==> src/rtl/iuq_btb_gen.sv <==
// rtl/iuq_btb_gen.sv - BTB storage array: two-cycle registered read, write port, init sweep, optional parity
module iuq_btb_gen #(
  parameter int ADDR_WIDTH = 6,
  parameter int DATA_WIDTH = 43,
  parameter int AUTO_INIT  = 1,
  parameter int PARITY     = 1
) (
  input  logic                  nclk,
  input  logic                  rst,
  input  logic                  r_act,
  input  logic [ADDR_WIDTH-1:0] r_addr,
  input  logic                  w_act,
  input  logic [ADDR_WIDTH-1:0] w_addr,
  input  logic [DATA_WIDTH-1:0] data_in,
  input  logic                  init_req,
  output logic [DATA_WIDTH-1:0] data_out,
  output logic                  rd_valid,
  output logic                  rd_perr,
  output logic                  init_busy,
  output logic                  w_drop
);

  localparam int DEPTH   = 1 << ADDR_WIDTH;
  localparam int ENTRY_W = DATA_WIDTH + ((PARITY != 0) ? 1 : 0);

  typedef enum logic {IDLE, INIT} state_t;

  state_t                  state;
  logic [ADDR_WIDTH-1:0]   cnt;
  logic [ENTRY_W-1:0]      mem [DEPTH];
  logic [ENTRY_W-1:0]      func_entry;
  logic [ENTRY_W-1:0]      wr_entry;
  logic [ENTRY_W-1:0]      rd_entry;
  logic                    perr_calc;
  logic                    sweep_we;
  logic                    func_we;
  logic                    rd_pend;
  logic [ADDR_WIDTH-1:0]   rd_addr_q;

  always_ff @(posedge nclk or posedge rst) begin
    if (rst) begin
      state <= (AUTO_INIT != 0) ? INIT : IDLE;
      cnt   <= '0;
    end else begin
      case (state)
        IDLE: begin
          if (init_req) begin
            state <= INIT;
            cnt   <= '0;
          end
        end
        INIT: begin
          if (&cnt) state <= IDLE;
          else      cnt   <= cnt + 1'b1;
        end
      endcase
    end
  end

  assign init_busy = (state == INIT);
  assign sweep_we  = (state == INIT) & ~rst;
  assign func_we   = w_act & (state == IDLE) & ~rst;
  assign w_drop    = w_act & (state == INIT) & ~rst;

  // Parity is folded into the entry so a whole-entry XOR reports a mismatch directly.
  generate
    if (PARITY != 0) begin : g_par
      assign func_entry = {^data_in, data_in};
      assign perr_calc  = ^rd_entry;
    end else begin : g_nopar
      assign func_entry = data_in;
      assign perr_calc  = 1'b0;
    end
  endgenerate

  assign wr_entry = sweep_we ? '0 : func_entry;

  always_ff @(posedge nclk) begin
    if (sweep_we || func_we) mem[sweep_we ? cnt : w_addr] <= wr_entry;
  end

  // Array is read one cycle after the request, so writes up to the request cycle are visible.
  assign rd_entry = mem[rd_addr_q];

  always_ff @(posedge nclk or posedge rst) begin
    if (rst) begin
      rd_pend   <= 1'b0;
      rd_addr_q <= '0;
      rd_valid  <= 1'b0;
      rd_perr   <= 1'b0;
      data_out  <= '0;
    end else begin
      rd_pend  <= r_act;
      if (r_act) rd_addr_q <= r_addr;
      rd_valid <= rd_pend;
      rd_perr  <= rd_pend & perr_calc;
      if (rd_pend) data_out <= rd_entry[DATA_WIDTH-1:0];
    end
  end

endmodule

==> config.mk <==
export PLATFORM = sky130hd
export DESIGN_NAME = iuq_btb_gen
export DESIGN_NICKNAME = d
export VERILOG_FILES = /design/src/rtl/iuq_btb_gen.sv
export SDC_FILE = /design/constraint.sdc
export NUM_CORES = 2
export LEC_CHECK = 0
export CAP_MARGIN = 25
export CORE_AREA = 2 2 453 455
export CTS_BUF_LIST = sky130_fd_sc_hd__clkbuf_4 sky130_fd_sc_hd__clkbuf_8
export DETAILED_ROUTE_END_ITERATION = 6
export DIE_AREA = 0 0 455 457
export PLACE_DENSITY_LB_ADDON = 0.08
export SLEW_MARGIN = 20
export SYNTH_ARGS = -nofsm -noshare
export SYNTH_HDL_FRONTEND = slang
export SYNTH_SLANG_ARGS = --single-unit
==> constraint.sdc <==
create_clock -name nclk -period 3.8 [get_ports nclk]
set_input_delay 0.57 -clock nclk [delete_from_list [all_inputs] [get_ports nclk]]
set_output_delay 0.57 -clock nclk [all_outputs]
set_load 0.02 [all_outputs]
Word-level counts from Yosys, hierarchy flattened
Memories as Yosys holds them, arrays and structs flattened.
Index checks and enable logic that the tools add are counted.
Widths: inputs -> output; s select.
- bits in registers: 59
- memory bits (writable): 2816
- input bits: 60
- output and inout port bits: 47
- logic and storage cells: 34
- memories kept: 1
- add/sub/neg operators: 1
- equality and inequality tests: 2
- multiplexer cells: 10
- bitwise operators: 8
- reductions and logical operators: 5
- memories (name ; words ; bits a word ; read ports ; clocked after Yosys merged registers in ; wr ports ; line ; RTL):
    mem ; 64 ; 44 ; 1 ; 0 ; 1 ; 30 ; logic [ENTRY_W-1:0] mem [DEPTH];
- operator list (operator ; count):
    $mux 44 ; 1
    $reduce_xor 44->1 ; 1
    $reduce_xor 43->1 ; 1
    $mux 6 ; 3
    $pmux 6 s2 ; 1
    $add 6x1->6 const B ; 1
    $and 1x1->1 ; 6
    $reduce_and 6->1 ; 1
    $mux 1 ; 4
    $ne 2x2->1 const B ; 2
    $not 1->1 ; 2
    $pmux 1 s2 ; 1
    $reduce_and 2->1 ; 1
    $logic_or 1x1->1 ; 1

Logic depth before layout (Yosys ltp)
- word-level depth: 6
- gate-level depth with buffers: 19
- gate-level depth less buffers: 11

Worst setup path before layout
Ideal clock, no wire load.
- kind: input port to flip-flop
- start: input rst
- end: memory mem[32][0] (netlist name) (enable)
- setup time: 446 ps
- arrival: 4575 ps
- data required time: 3354 ps
- path slack: -1220 ps
- cell stages on the path: 5
- path buffers: 0
- cell sequence: inv_1 > nand2_1 > o31ai_1 > nand2_1 > nor2_1
- cells in the longest elaborated chain, start to end: 5
- elaborated cells between the ends (all ways): 7
- classes of those cells: mux (3); bitwise (3); reduce/logical (1)
- ends and longest elaborated chain (item ; line ; RTL):
    start: declaration ; 9 ; input logic rst,
    $not 1->1 * ; 61, 62 ;
    $and 1x1->1, on equally long branches ; 61, 62 ;
    $logic_or 1x1->1 ; 79 ; if (sweep_we || func_we) mem[sweep_we ? cnt : w_addr] <= wr_entry;
    $mux 1 (2 in series) ; 79 ;
    end: declaration ; 30 ;
Every way passes the cells marked *; elsewhere a longest branch is shown, timed or not.

Worst setup path in the final report
- start: register rd_addr_q[0]
- end: register rd_perr
- cells in the longest elaborated chain, start to end: 3
- ends and longest elaborated chain (item ; line ; RTL):
    start: declaration ; 38 ; logic [ADDR_WIDTH-1:0] rd_addr_q;
    start signal: assignment ; 94 ; if (r_act) rd_addr_q <= r_addr;
    $mem_v2 64x44 ; -- ;
    $reduce_xor 44->1 ; 69 ; assign perr_calc = ^rd_entry;
    $and 1x1->1 ; 96 ; rd_perr <= rd_pend & perr_calc;
    end signal: assignment ; 96 ;
    end: declaration ; 18 ; output logic rd_perr,
No other way between the ends.
A chain may end at the register's enable or synchronous reset.

==> flow_summary.yaml <==
outcome:
  status: "finished with violations"
  violations: "setup timing"
yosys:
  synth.net_count: 5046
  netlist_area_um2: 111000
  synth_flop_cell: "edfxtp_1"
  yosysWarnings: 0
  synth_cells: 4985
  synth_area_per_cell_um2: 22.3
  post-synth-top-count-cell: "edfxtp_1"
  yosysSeqAreaShare: 0.774
  ys_ff_latch: 2875
  netlist_top_cells_count: "edfxtp_1, mux4_2, nand2_1"
  synth_top_area_share: 0.761
  async_reset_ff_frac: 0.0205
  ys_types: 62
  yosysTopAreaCell: "edfxtp_1"
  synth_area_leaders: "edfxtp_1, mux4_2, dfrtp_1"
  synth_edf_count: 2816
floorplanning:
  die_h_um: 457
  dieArea_um2: 208000
  io_pins: 107
  initial_utilization: 0.547
  coreArea_um2: 203000
  rows: 166
  fp.dieW_um: 455
placement:
  hpwl_mm: 199
  dp_cells: 8162
  gp_congestion: 0.829
  numPortBuffers: 106
route:
  routed_wl_mm: 347
  drtIter0Drc: 9608
  first_pass_iters: 5
  drc: 0
  via_per_inst: 6.59
  vias: 59774
  avgRoutedWirePerCell_um: 38.3
  ant_nets: 0
worst_setup_path:
  start_kind: "flip-flop"
  r2r-start: "rd_addr_q[0]"
  crit_path_max_fanout: 5
  end_kind: "flip-flop"
  worstPathRequired_ps: 4780
  cp_data_arrival_time_ps: 5360
  worstSetupPathType: "reg -> reg"
  startpoint: "rd_addr_q[0]"
sta:
  setup_violations: 1
  min_period_ps: 4380
  tightest_slew_ps: 1040
  fin_tns_setup_ps: -577
  hold_slack_ps: 66.4
  skew_ps: 69.1
  setup_ws_ps: -577
  relSlewSlack: 0.306
  hold_viol_final: 0
  rsz0062_at_grt: "yes"
  fin_crit_sh: 1.15
  drv_slew: 0
  fmax_ghz: 0.228
cells_and_area:
  syn_to_final_growth_pct: 19.5
  final_nets: 6067
  fill_cells: 13402
  final_layout_size_suffix_gt1_frac: 0.374
  fin_cells: 9067
  fin_util: 0.653
clock_network:
  clock_latency_ps: 1150
  clock_sinks: 2875
  cts_tree: "done"
  htree_levels: 5
  clkTransAtPathRegs_ps: 60
  cts_buffers: 465
  clk_path_buf_depth: 4
  cts_root_buf: "clkbuf_8"
global_routing:
  grt_pass1_wl_mm: 474
  antenna_found_initial: 11
  grtUsageTotal: 0.337
  grt_overflow: 0
  grt_max_degree: 65
  grt_pass1_vias: 59046
power_and_ir_drop:
  ir_worst_vdd_uv: 389
  leakagePower_nw: 44.0
  power_mw: 75.1
  power_density_nw_per_um2: 566
worst_hold_path:
  hold_path_class: "in -> reg"
  hold_start: "r_addr[5]"
job:
  drv_cap: 0
where the power goes:
group	internal (mW)	switching [mW]	total (mW)
clock network	13.8	12.0	25.9
logic	5.02	6.91	11.9
registers	37.0	0.333	37.3
total	55.8	19.3	75.1
layer usage:
| layer | share of wire | global-route usage | vias up |
|---|---|---|---|
| met5 | 0.000098 | 0 | - |
| met4 | 0.038 | 0.120 | 6 |
| met3 | 0.11 | 0.0701 | 652 |
| met2 | 0.48 | 0.522 | 3811 |
| met1 | 0.38 | 0.482 | 32168 |
| li1 | - | - | 23137 |
critical path: stages, from the launching register on:
cell     delay [ps]
dfrtp_4         520
buf_12          180
buf_12          130
buf_4           180
buf_16          140
buf_4           140
mux4_2          500
mux2i_1         170
mux2i_1         120
a32oi_2         210
o31a_1          380
xnor2_2         190
xnor2_2         150
xnor3_2         500
xnor2_2         190
buf_6           170
xnor3_1         200
and2_1          150
final timing paths:
check | endpoint | slack, ps | cells after the start
max | rd_perr | -580 | 17
min | rd_addr_q[5] | 70 | 3
max reg2reg | rd_perr | -580 | 17
min reg2reg | data_out[0] | 510 | 1
max in group asynchronous | data_out[27] | 2530 | 4
min in group asynchronous | cnt[1] | 140 | 3
final cells by class:
type	instances	area, µm²	area share
diodes	8	20.0	0.000151
inverters	14	67.6	0.000509
well taps	2688	3360	0.0253
multi-input cells	1826	24700	0.186
repair buffers	824	9780	0.0736
flip-flops and latches	2875	86100	0.648
clock buffers	644	7830	0.0589
clock inverters	188	1040	0.00783
flip-flops by register name, summed over array words and instances (netlist names):
name	count
init_busy	1
rd_perr	1
data_out	43
mem	2816
rd_addr_q	6
cnt	6
rd_valid	1
rd_pend	1
cell families after synthesis:
group | Yosys count | share of synthesized area
fa+ha+maj | 1 | 0.000113
simple gates | 578 | 0.0234
xor+xnor | 84 | 0.00736
flops | 2875 | 0.774
compound gates | 280 | 0.0178
mux | 883 | 0.163
buf+inv | 284 | 0.0145
timing repair:
| item | CTS | global route |
|---|---|---|
| pin swaps | 22 | 8 |
| gates cloned | 17 | 0 |
| hold endpoints to repair | 2 | 0 |
| buffers inserted | 35 | 8 |
| endpoints found under the setup margin | 2 | 2 |
| hold buffers | 2 | 0 |
| resized for setup | 100 | 12 |
metrics by stage:
step	cell area (µm²)	setup WS (ps)
2_1_floorplan	111000	-589
3_3_place_gp	122000	-1330
3_5_place_dp	122000	-1320
4_1_cts	133000	-448
5_1_grt	133000	-609
6_report	133000	-577
layout by cell type, fill, tap and decap left out, types with 14 or more instances in the layout:
master,n
dfrtp_1,51
buf_4,466
nand3_1,52
a31oi_1,17
and3_1,35
clkinv_2,51
a22oi_1,49
clkbuf_8,478
mux2i_1,104
buf_12,186
edfxtp_1,2816
nor2b_4,45
buf_16,33
clkbuf_4,166
o22ai_1,15
a21oi_1,51
nor2_4,57
mux2_2,37
clkdlybuf4s50_1,106
mux4_2,738
clkinv_1,121
nor2_1,34
o21ai_0,27
buf_6,14
o221ai_1,29
xnor2_1,49
nand2_1,282
Power figures use the tool's default switching activity.
